## src/rtl/conv_pkg.sv

```systemverilog
// conv_pkg: shared state type, accumulator sizing and saturation helper for conv_pipe
package conv_pkg;
  typedef enum logic {LOAD, COMPUTE} state_t;
  function automatic int acc_width(input int dx, input int df, input int fs);
    return dx + df + $clog2(fs);
  endfunction
  function automatic logic signed [63:0] sat_to(input logic signed [63:0] val, input int width);
    logic signed [63:0] hi, lo;
    hi = (64'sd1 <<< (width - 1)) - 64'sd1;
    lo = -hi - 64'sd1;
    return val > hi ? hi : val < lo ? lo : val;
  endfunction
endpackage

```

## src/rtl/conv_mac_pipe.sv

```systemverilog
// conv_mac_pipe: product register plus load/add accumulator, frozen as a whole by stall
module conv_mac_pipe #(
  parameter int DX = 8,
  parameter int DF = 8,
  parameter int ACC_W = 18
) (
  input  logic                    clk,
  input  logic                    reset,
  input  logic                    stall,
  input  logic                    in_valid,
  input  logic                    first,
  input  logic                    last,
  input  logic signed [DX-1:0]    x,
  input  logic signed [DF-1:0]    f,
  output logic signed [ACC_W-1:0] result,
  output logic                    result_valid
);
  logic signed [DX+DF-1:0] prod;
  logic v_p, first_p, last_p;
  always_ff @(posedge clk) begin
    if (reset) begin
      prod <= '0;
      v_p <= 1'b0;
      first_p <= 1'b0;
      last_p <= 1'b0;
      result <= '0;
      result_valid <= 1'b0;
    end else if (!stall) begin
      prod <= x * f;
      v_p <= in_valid;
      first_p <= first;
      last_p <= last;
      if (v_p) result <= first_p ? ACC_W'(prod) : result + ACC_W'(prod);
      result_valid <= v_p && last_p;
    end
  end
endmodule

```

## src/rtl/conv_pipe.sv

```systemverilog
// conv_pipe: pipelined 1-D valid convolution of streamed x and f vectors.
// Define CONV_SAT_EN to clamp results to OUT_WIDTH instead of wrapping.
module conv_pipe
  import conv_pkg::*;
#(
  parameter int DATA_WIDTH_X = 8,
  parameter int DATA_WIDTH_F = 8,
  parameter int X_SIZE = 8,
  parameter int F_SIZE = 4,
  parameter int OUT_WIDTH = 16
) (
  input  logic                           clk,
  input  logic                           reset,
  input  logic                           s_valid_x,
  output logic                           s_ready_x,
  input  logic signed [DATA_WIDTH_X-1:0] s_data_in_x,
  input  logic                           s_valid_f,
  output logic                           s_ready_f,
  input  logic signed [DATA_WIDTH_F-1:0] s_data_in_f,
  output logic                           m_valid_y,
  input  logic                           m_ready_y,
  output logic signed [OUT_WIDTH-1:0]    m_data_out_y
);
  localparam int ACC_W = acc_width(DATA_WIDTH_X, DATA_WIDTH_F, F_SIZE);
  localparam int AW = $clog2(X_SIZE);
  localparam int CW = $clog2(X_SIZE + 1);
  localparam int KW = $clog2(F_SIZE);
  localparam int FW = $clog2(F_SIZE + 1);
  state_t state, state_n;
  logic [CW-1:0] cx;
  logic [FW-1:0] cf;
  logic [AW-1:0] j, oc;
  logic [KW-1:0] k;
  logic issued, issue_v, issue, v1, first1, last1, res_valid, stall, xfer, fin;
  logic acc_x, acc_f, full_x, full_f;
  logic signed [DATA_WIDTH_X-1:0] xmem [X_SIZE];
  logic signed [DATA_WIDTH_F-1:0] fmem [F_SIZE];
  logic signed [DATA_WIDTH_X-1:0] rx;
  logic signed [DATA_WIDTH_F-1:0] rf;
  logic signed [ACC_W-1:0] res;
  logic signed [OUT_WIDTH-1:0] y_n;
  // a full, undrained holding register freezes every pipeline stage
  assign stall = m_valid_y && !m_ready_y;
  assign xfer = res_valid && !stall;
  assign fin = xfer && oc == AW'(X_SIZE - F_SIZE);
  assign issue_v = state == COMPUTE && !issued;
  assign issue = issue_v && !stall;
  assign acc_x = s_valid_x && s_ready_x;
  assign acc_f = s_valid_f && s_ready_f;
  assign full_x = cx == CW'(X_SIZE) || (acc_x && cx == CW'(X_SIZE - 1));
  assign full_f = cf == FW'(F_SIZE) || (acc_f && cf == FW'(F_SIZE - 1));
  always_ff @(posedge clk) state <= reset ? LOAD : state_n;
  always_comb state_n = state == LOAD ? (full_x && full_f ? COMPUTE : LOAD) : (fin ? LOAD : COMPUTE);
  always_comb begin
    s_ready_x = state == LOAD && cx < CW'(X_SIZE);
    s_ready_f = state == LOAD && cf < FW'(F_SIZE);
  end
  always_ff @(posedge clk) begin
    if (acc_x) xmem[cx[AW-1:0]] <= s_data_in_x;
    if (acc_f) fmem[cf[KW-1:0]] <= s_data_in_f;
    if (!stall) begin
      rx <= xmem[j + AW'(k)];
      rf <= fmem[k];
    end
  end
  always_ff @(posedge clk) begin
    if (reset || fin) begin
      cx <= '0;
      cf <= '0;
      j <= '0;
      k <= '0;
      issued <= 1'b0;
      oc <= '0;
    end else begin
      if (acc_x) cx <= cx + 1'b1;
      if (acc_f) cf <= cf + 1'b1;
      if (xfer) oc <= oc + 1'b1;
      if (issue) begin
        k <= k == KW'(F_SIZE - 1) ? '0 : k + 1'b1;
        if (k == KW'(F_SIZE - 1)) begin
          j <= j == AW'(X_SIZE - F_SIZE) ? '0 : j + 1'b1;
          issued <= j == AW'(X_SIZE - F_SIZE);
        end
      end
    end
  end
  always_ff @(posedge clk) begin
    if (reset) begin
      v1 <= 1'b0;
      first1 <= 1'b0;
      last1 <= 1'b0;
    end else if (!stall) begin
      v1 <= issue_v;
      first1 <= k == '0;
      last1 <= k == KW'(F_SIZE - 1);
    end
  end
  conv_mac_pipe #(.DX(DATA_WIDTH_X), .DF(DATA_WIDTH_F), .ACC_W(ACC_W)) u_mac (
    .clk(clk),
    .reset(reset),
    .stall(stall),
    .in_valid(v1),
    .first(first1),
    .last(last1),
    .x(rx),
    .f(rf),
    .result(res),
    .result_valid(res_valid)
  );
`ifdef CONV_SAT_EN
  assign y_n = OUT_WIDTH'(sat_to(64'(res), OUT_WIDTH));
`else
  assign y_n = OUT_WIDTH'(res);
`endif
  always_ff @(posedge clk) begin
    if (reset) begin
      m_valid_y <= 1'b0;
      m_data_out_y <= '0;
    end else begin
      if (xfer) m_data_out_y <= y_n;
      m_valid_y <= xfer || stall;
    end
  end
endmodule

```

## config.mk

```make
export PLATFORM = sky130hd
export DESIGN_NAME = conv_pipe
export DESIGN_NICKNAME = d
export VERILOG_FILES = /design/src/rtl/conv_pkg.sv /design/src/rtl/conv_mac_pipe.sv /design/src/rtl/conv_pipe.sv
export SDC_FILE = /design/constraint.sdc
export NUM_CORES = 1
export LEC_CHECK = 0
export ABC_AREA = 1
export CAP_MARGIN = 10
export CELL_PAD_IN_SITES_DETAIL_PLACEMENT = 0
export CELL_PAD_IN_SITES_GLOBAL_PLACEMENT = 1
export CORE_ASPECT_RATIO = 1.4
export CORE_MARGIN = 4
export CORE_UTILIZATION = 50
export CTS_CLUSTER_DIAMETER = 120
export CTS_CLUSTER_SIZE = 12
export DETAILED_ROUTE_END_ITERATION = 7
export PLACE_DENSITY_LB_ADDON = 0.1
export RECOVER_POWER = 25
export SYNTH_ARGS = -nofsm -noshare
export SYNTH_HDL_FRONTEND = slang
export SYNTH_SLANG_ARGS = --single-unit
```

## constraint.sdc

```tcl
create_clock -name clk -period 11.3 [get_ports clk]
set_input_delay 2.825 -clock clk [delete_from_list [all_inputs] [get_ports clk]]
set_output_delay 2.825 -clock clk [all_outputs]
set_load 0.02 [all_outputs]
```

# After elaboration in Yosys (flattened, before gate mapping)
# Memory sizes are Yosys's and may differ from the RTL's. A register that Yosys moved wholly into a read port is not among the register bits.
# Index checks and enable logic that the tools add are counted.
totals:
  elab_cells: 74
  output_inout_bits: 19
  n_memories: 2
  ramBits: 96
  regBits: 75
  inputBits: 21
memory_table:
  columns: ["memory", "depth", "word_bits", "rd", "rd_ports_with_merged_regs", "write_ports", "line_no", "text"]
  rows:
  - ["xmem", 8, 8, 1, 1, 1, "conv_pipe.sv:36", "logic signed [DATA_WIDTH_X-1:0] xmem [X_SIZE];"]
  - ["fmem", 4, 8, 1, 1, 1, "conv_pipe.sv:37", "logic signed [DATA_WIDTH_F-1:0] fmem [F_SIZE];"]
classes:
  addsub: 7
  order_cmp: 2
  n_reduce_logical: 25
  bitwise_logic: 2
  n_mul: 1
  eq_ne: 7
  muxes: 10
op_table:
  columns: ["op", "n"]
  rows:
  - ["$add 18x16->18", 1]
  - ["$mux 18", 1]
  - ["$mul 8x8->16", 1]
  - ["$logic_and 1x1->1", 13]
  - ["$add 3x1->3 const B", 3]
  - ["$eq 3x3->1 const B", 3]
  - ["$mux 1", 7]
  - ["$logic_not 1->1", 5]
  - ["$add 4x1->4 const B", 1]
  - ["$eq 4x3->1 const B", 1]
  - ["$eq 4x4->1 const B", 1]
  - ["$logic_or 1x1->1", 4]
  - ["$lt 4x4->1 const B", 1]
  - ["$reduce_and 2->1", 2]
  - ["$add 3x2->3", 1]
  - ["$eq 3x2->1 const B", 1]
  - ["$lt 3x3->1 const B", 1]
  - ["$mux 3", 1]
  - ["$add 2x1->2 const B", 1]
  - ["$eq 2x2->1 const B", 1]
  - ["$logic_not 2->1", 1]
  - ["$mux 2", 1]
  - ["$not 1->1", 2]

# Logic depth before layout (Yosys ltp)
# Gate-level depths: netlist of the first run.
logic_depth:
  depth_word: 8
  depth_mapped: 22
  depth_no_buf: 21

# By module
# From an unflattened synthesis of the first run, not the netlist that was laid out.
unflattened:
  hier_cells: 1299
  hier_area_um2: 11125.7
modules_own_cells:
  columns: ["mod", "cells_each", "seq_area_each_um2", "n_inst", "area_each_um2"]
  rows:
  - ["conv_pipe", 546, 4103.9, 1, 5965.7]
  - ["conv_mac_pipe", 753, 760.7, 1, 5159.9]

# Least setup slack after synthesis of the first run
# Ideal clock, no wire load.
synth_timing:
  path_type: "flip-flop to flip-flop"
  from: "reg rx[0] (read register of xmem)"
  to: "reg u_mac.prod[14]"
  setup_time_ns: 0.114
  period_less_slack_ns: 4.223
  path_buffers: 1
  t_arrival_ns: 4.109
  stages_incl_launch_ff: 19
  required_time_ns: 11.186
  slack_ns: 7.077
  path_cell_list: "edfxtp_1 > clkbuf_1 > or2_2 > fa_1 > fa_1 > inv_1 > fa_1 > inv_1 > fa_1 > inv_1 > ha_1 > a21oi_1 > nor2_1 > o21ai_0 > nand3_1 > nand2_1 > nand2_1 > o21bai_1 > inv_1"
synth_via:
  elab_chain_len: 1
synth_rtl:
  columns: ["element", "line_no", "text"]
  rows:
  - ["from (decl)", "conv_pipe.sv:38", "logic signed [DATA_WIDTH_X-1:0] rx;"]
  - ["$mul 8x8->16", "conv_mac_pipe.sv:29", "prod <= x * f;"]
  - ["to (signal assigned)", "conv_mac_pipe.sv:29", null]
  - ["to (decl)", "conv_mac_pipe.sv:18", "logic signed [DX+DF-1:0] prod;"]
# No other way between the ends.
# A chain may end at the register's enable or synchronous reset.

==> impl_metrics.yaml, run 1 <==
status:
  run_status: "completed"
timing:
  finClkSkew_ns: 0.01076
  final.period_utilization_pct: 49.04
  timing.final.ws_setup_ns: 5.759
  timing_max_transition_violations_final: 0
  setup_repair_after_global_routing_missed_its_margin: "no"
  final-setup-viol-count: 0
  setup-tns-final_ns: 0
  hold_viol_final: 0
  max_slew.worst_pin.slew_ns: 1.098
  finalWorstPathRequiredPeriod_ns: 5.541
  slew_headroom_pct: 26.37
  max_clock_freq_mhz: 180.5
worst_setup_path:
  worst-path-max-fanout: 46
  rr_worst_depth: 19
  worst_r2r_startpoint: "rf[2]"
  rrSetupSlack_ns: 6.74
  critPathKind: "in -> reg"
  crit-reg2reg-capture: "u_mac.prod[15]"
  setup.worst_path.start_class: "input pin"
  crit_required_ns: 11.61
  cp-end-kind: "flip-flop"
  cp.arrival_ns: 5.85
clocking:
  holdBufCountCts: 0
  post_cts_resize_count: 0
  cts_htree_levels: 4
  postCtsSetupRepairBufs: 0
  clk-insertion-delay-late_ns: 0.44
  cts_root_buf: "sky130_fd_sc_hd__clkbuf_16"
  cts_tree: "done"
  clock_transition_at_the_register_clock_pins_on_the_worst_setup_and_hold_paths_after_cts_ns: 0.08
  clock-sinks: 185
  clock_tree.buffer_depth: 2
  cts_buffers: 17
synth:
  post-synth-top-area-cell: "sky130_fd_sc_hd__edfxtp_1"
  postSynth.asyncResetShare_pct: 0
  postSynthCellCount: 1247
  synth_fp_nets: 1383
  synth_edf_count: 112
  synthFlopType: "sky130_fd_sc_hd__edfxtp_1"
  syn-mean-instance-area_sq_um: 8.685
  synth-seq-area-share_pct: 44.55
  netlist_area_sq_um: 10830
  netlist-cell-type-count: 38
  synthesis.yosys.warnings: 0
  dominant_cell_by_count_in_the_synthesized_netlist: "sky130_fd_sc_hd__inv_1"
  synth.ff_latch_count: 185
  synth_top_area_share_pct: 31.05
  synth_area_leaders: "sky130_fd_sc_hd__edfxtp_1, sky130_fd_sc_hd__dfxtp_1, sky130_fd_sc_hd__fa_1"
  synth.cells.most_frequent: "sky130_fd_sc_hd__inv_1, sky130_fd_sc_hd__nand2_1, sky130_fd_sc_hd__nor2_1, sky130_fd_sc_hd__edfxtp_1, sky130_fd_sc_hd__o21ai_0"
placed_design:
  place_hpwl_um: 17680
  io_buffers: 39
  dpl_worst_slack_ns: 5.191
  dp_cells: 1502
  routabilityCongestion: 0.8544
pwr:
  reported_leakage_power_uw: 0.005528
  power_per_cell_area_nw_per_um2: 197.6
  post-layout-total-power_uw: 2374
  power.ir.vdd_worst_mv: 0.1156
die:
  dieArea_sq_um: 24110
  die_ht_um: 182.1
  design.core.area_sq_um: 21280
  io_pins: 40
  std_cell_rows: 63
  initial_standard_cell_utilization_of_the_core_pct: 50.89
  dieWidth_um: 132.4
route:
  num_vias: 7821
  wirelength_um: 23300
  drt_first_pass_iters: 5
  via_per_inst: 5.098
  drt.antenna.violating_nets: 0
  drtIter0Drc: 354
  routed_wire_length_per_instance_um: 15.19
  drt_drc_violations_left: 0
hold_path:
  cells_on_worst_hold_path: 2
  timing.hold.worst.class: "reg -> reg"
  timing.hold.worst_endpoint: "u_mac.result_valid"
  hold_path_startpoint: "u_mac.last_p"
global_route:
  grt_start_max_net_pins: 47
  grt-ovfl-total: 0
  initial_antenna_violation_count: 0
  grt_util_all_layers_pct: 20.15
  grt_pass1_wl_um: 38950
  grt_pass1_vias: 7884
final_layout:
  final_layout_size_suffix_gt1_share_pct: 4.553
  syn_to_final_growth_pct: 10.93
  nNetsFinal: 1397
  final_cell_count_without_fillers: 1534
  number_of_diodes: 0
run:
  timing.max_cap.violations: 0
-- metrics by stage --
step,hold slack [ns],utilization [%],instance area (sq um)
floorplan,0.4340,-,10830
global placement,0.4525,53.39,11360
detailed placement,0.4560,53.39,11360
CTS,0.4598,56.45,12010
global route,0.4713,56.45,12010
finish,0.4593,56.45,12010
-- power breakdown --
group	internal [uW]	switching (uW)
Combinational	362	576
Clock	317	323
Sequential	757	38.8
-- flip-flops by register name, summed over array words and instances (netlist names) --
name                count
m_valid_y               1
fmem                   32
rx                      8
u_mac.result_valid      1
j                       3
u_mac.v_p               1
oc                      3
rf                      8
xmem                   64
cx                      4
u_mac.prod             16
first1                  1
k                       2
cf                      3
m_data_out_y           16
state                   1
u_mac.first_p           1
v1                      1
u_mac.result           16
last1                   1
issued                  1
u_mac.last_p            1
-- worst max-delay path by stage --
stage / startpoint / endpoint / slack [ns] / cells past startpoint
2_1_floorplan: rx[0] / u_mac.prod[14] / 7.08 / 18
6_report: reset / state / 5.76 / 4
4_1_cts: reset / state / 5.67 / 4
5_1_grt: reset / state / 5.45 / 4
3_5_place_dp: reset / state / 5.19 / 4
3_3_place_gp: reset / state / 5.21 / 4
-- cell type report --
cell class / instances / area [sq um]
fill: 1979 / 9269
multi-input combinational: 796 / 4977
tap: 260 / 325.3
inverter: 219 / 822.0
clock buffer: 17 / 425.4
clock inverter: 15 / 226.5
timing repair buffer: 42 / 412.9
sequential: 185 / 4825
-- worst max-delay path: stages --
cell,delay (ns)
sky130_fd_sc_hd__clkdlybuf4s50_1,0.89
sky130_fd_sc_hd__clkinv_1,1.06
sky130_fd_sc_hd__nand2_1,0.90
sky130_fd_sc_hd__o21ai_0,0.15
-- kinds of logic after synthesis --
family                   after synthesis  share of synthesized area [%]
adder cells (fa/ha/maj)              115                          17.24
XOR/XNOR                              15                          1.282
AND/OR/NAND/NOR                      465                          17.44
AO/OA/AOI/OAI                        201                          9.993
buffers and inverters                266                          9.496
flip-flops                           185                          44.55
-- cell usage in the layout (no fill, tap or decap), drive strengths merged, types with 17 or more instances in the layout --
cell           instances
clkdlybuf4s50         26
edfxtp               112
inv                  228
nand2                216
clkbuf                17
fa                    57
dfxtp                 73
ha                    58
a21oi                 59
nor2                 186
o21ai                103
nand3                 43
-- per-layer routing --
metal | global-route usage (%) | routed length [um] | up-vias | part of all wire, %
met1 | 22.79 | 9452 | 3684 | 41
met5 | 0 | 0 | - | 0
met3 | 3.144 | 559 | 35 | 2.4
met4 | 5.948 | 481 | 0 | 2.1
li1 | - | - | 4002 | -
met2 | 38.77 | 12810 | 100 | 55
No activity file was read; power rests on OpenSTA's default activity.
==> inputs of run 2 (changes only) <==
--- a/config.mk
+++ b/config.mk
@@ -11,7 +11,7 @@
 export CELL_PAD_IN_SITES_GLOBAL_PLACEMENT = 1
 export CORE_ASPECT_RATIO = 1.4
 export CORE_MARGIN = 4
-export CORE_UTILIZATION = 50
+export CORE_UTILIZATION = 48
 export CTS_CLUSTER_DIAMETER = 120
 export CTS_CLUSTER_SIZE = 12
 export DETAILED_ROUTE_END_ITERATION = 7
==> constraint.sdc (replaced) <==
create_clock -name clk -period 5.42 [get_ports clk]
set_input_delay 1.355 -clock clk [delete_from_list [all_inputs] [get_ports clk]]
set_output_delay 1.355 -clock clk [all_outputs]
set_load 0.02 [all_outputs]
==> run 2 against run 1 <==
Effect of this change:
- cell area up 0.12%
- power increased by 100%
- global-route usage decreased by 0.50 points
- clock skew is 0.0012 ns higher
- die area grew 3.9%
- register-to-register slack got worse by 5.7 ns
- worst hold slack improved by 0.0070 ns
- largest cell class unchanged
- flip-flop and latch count unchanged
- core utilization fell by 1.8 points
- non-clock buffer count up 4
- largest power group unchanged
- setup slack got worse by 4.8 ns
- wire length increased by 1.1%
==> impl_metrics.yaml, run 2 (synthesis gave the netlist of run 1 again) <==
clocking:
  post_cts_resize_count: 0
  clock-sinks: 185
  clock_transition_at_the_register_clock_pins_on_the_worst_setup_and_hold_paths_after_cts_ns: 0.07
  holdBufCountCts: 0
  clock_tree.buffer_depth: 2
  cts_tree: "done"
  postCtsSetupRepairBufs: 0
  clk-insertion-delay-late_ns: 0.44
  cts_root_buf: "sky130_fd_sc_hd__clkbuf_16"
  cts_htree_levels: 4
  cts_buffers: 17
timing:
  max_clock_freq_mhz: 226.0
  final.period_utilization_pct: 81.63
  timing_max_transition_violations_final: 0
  max_slew.worst_pin.slew_ns: 0.9648
  final-setup-viol-count: 0
  finalWorstPathRequiredPeriod_ns: 4.424
  hold_viol_final: 0
  hold-worst-slack_ns: 0.4663
  setup_repair_after_global_routing_missed_its_margin: "no"
  setup-tns-final_ns: 0
  finClkSkew_ns: 0.01193
  slew_headroom_pct: 35.44
final_layout:
  number_of_diodes: 0
  final_layout_size_suffix_gt1_share_pct: 4.695
  nNetsFinal: 1401
  regArea_sq_um: 4825
  fillers: 2028
  syn_to_final_growth_pct: 11.07
  layout.cells.most_common: "sky130_fd_sc_hd__inv_1"
  multi_input_comb_area_sq_um: 4977
  largest_register_ff_count: 64
  commonest_cells_after_routing_fill_and_taps_aside: "sky130_fd_sc_hd__inv_1, sky130_fd_sc_hd__nand2_1, sky130_fd_sc_hd__nor2_1"
die:
  io_pins: 40
  std_cell_rows: 64
  initial_standard_cell_utilization_of_the_core_pct: 49.18
  design.core.area_sq_um: 22020
  dieArea_sq_um: 25060
  dieWidth_um: 135.0
  die_ht_um: 185.7
route:
  num_vias: 7829
  wirelength_um: 23560
  drt_drc_violations_left: 0
  drt.antenna.violating_nets: 0
  routed.top_layer: "met4"
  via_per_inst: 4.971
  dr_wl_met2_um: 12600
  routed_wire_length_per_instance_um: 14.96
  drtIter0Drc: 335
  met1Wirelength_um: 9623
  met3_length_um: 545
  drt_first_pass_iters: 5
placed_design:
  routabilityCongestion: 0.8713
  place_hpwl_um: 17370
  io_buffers: 39
hold_path:
  cells_on_worst_hold_path: 2
  timing.hold.worst_endpoint: "u_mac.result_valid"
  hold_path_startpoint: "u_mac.last_p"
  timing.hold.worst.class: "reg -> reg"
worst_setup_path:
  critPathMaxStageDelay_ns: 0.75
  crit_required_ns: 5.76
  critPathMostFrequentCell: "sky130_fd_sc_hd__inv_1"
  cp-end-kind: "flip-flop"
  rr_worst_depth: 19
  crit_family: "adder cells"
  cp.arrival_ns: 4.76
  crit-reg2reg-capture: "u_mac.prod[15]"
  critical_path.cell_chain: "nand2_1 -> fa_1 -> inv_1 -> fa_1 -> inv_1 -> fa_1 -> fa_1 -> inv_1 -> ha_1 -> inv_1 -> o21bai_1 -> a21oi_1 -> nand2_1 -> nor2_1 -> inv_1 -> nand2_1 -> nand3_1 -> nand2_1 -> inv_1"
  worst_r2r_startpoint: "rf[3]"
  setup.worst_path.start_class: "flip-flop"
  critPathKind: "reg -> reg"
  crit_path_top_delay_cell: "sky130_fd_sc_hd__fa_1"
  critPathBufInv: 6
  rrSetupSlack_ns: 1.0
  worst-path-max-fanout: 8
pwr:
  reported_leakage_power_uw: 0.005534
  power.ir.vdd_worst_mv: 0.2943
  power_per_cell_area_nw_per_um2: 403.7
global_route:
  grt_start_max_net_pins: 46
  grt-ovfl-total: 0
  initial_antenna_violation_count: 0
  grt_util_all_layers_pct: 19.65
  grt_pass1_vias: 7908
  grt_pass1_wl_um: 38520
run:
  timing.max_cap.violations: 0
status:
  run_status: "completed"
run 2: changes by cell type in the layout (fill, tap and decap cells not counted), sizes merged:
cell	before	now
clkinv	6	5
buf	3	7
clkdlybuf4s50	26	24
dlygate4sd3	13	15
clkbuf	17	22
inv	228	224
run 2: power breakdown:
part           internal, uW  total (uW)  leakage [uW]  switching (uW)
Combinational           753        1950       0.00359            1200
Clock                   689        1240      0.000301             551
Sequential             1580        1660       0.00164            82.7
run 2: area by class of cell:
| type | count | area share (%) |
|---|---|---|
| multi-input combinational | 796 | 41.38 |
| sequential | 185 | 40.11 |
| inverter | 219 | 6.834 |
| clock buffer | 22 | 4.306 |
| timing repair buffer | 46 | 3.682 |
| tap | 297 | 3.089 |
| clock inverter | 10 | 0.6033 |
run 2: worst max-delay path by stage:
stage	cells past startpoint	startpoint	end	slack, ns
after floorplan	18	rx[0]	u_mac.prod[14]	1.20
after global placement	19	rx[7]	u_mac.prod[15]	1.04
after detailed placement	19	rx[7]	u_mac.prod[15]	0.98
after CTS	19	rf[3]	u_mac.prod[15]	0.97
after global routing	17	rf[2]	u_mac.prod[15]	0.59
final	19	rf[3]	u_mac.prod[15]	1.0
run 2: metal layers:
layer | up-vias | track usage [%]
met5 | - | 0
met1 | 3689 | 21.35
met4 | 0 | 8.673
met3 | 44 | 3.002
met2 | 98 | 37.51
li1 | 3998 | -
run 2: worst min-delay path, stage by stage (launching register included):
cell and delay [ns]:
sky130_fd_sc_hd__dfxtp_1 0.31, sky130_fd_sc_hd__nand2_1 0.06, sky130_fd_sc_hd__a21oi_1 0.05
run 2: per-stage QoR:
stage | setup slack [ns] | area, sq um | total power (uW) | instances | utilization [%]
floorplan | 1.197 | 10830 | 3218 | 1247 | -
global placement | 1.041 | 11440 | 3668 | 1543 | 51.94
detailed placement | 0.9842 | 11440 | 3683 | 1543 | 51.94
CTS | 0.9724 | 12030 | 4928 | 1575 | 54.63
global route | 0.5865 | 12030 | 5307 | 1575 | 54.63
finish | 0.9956 | 12030 | 4857 | 1575 | 54.63
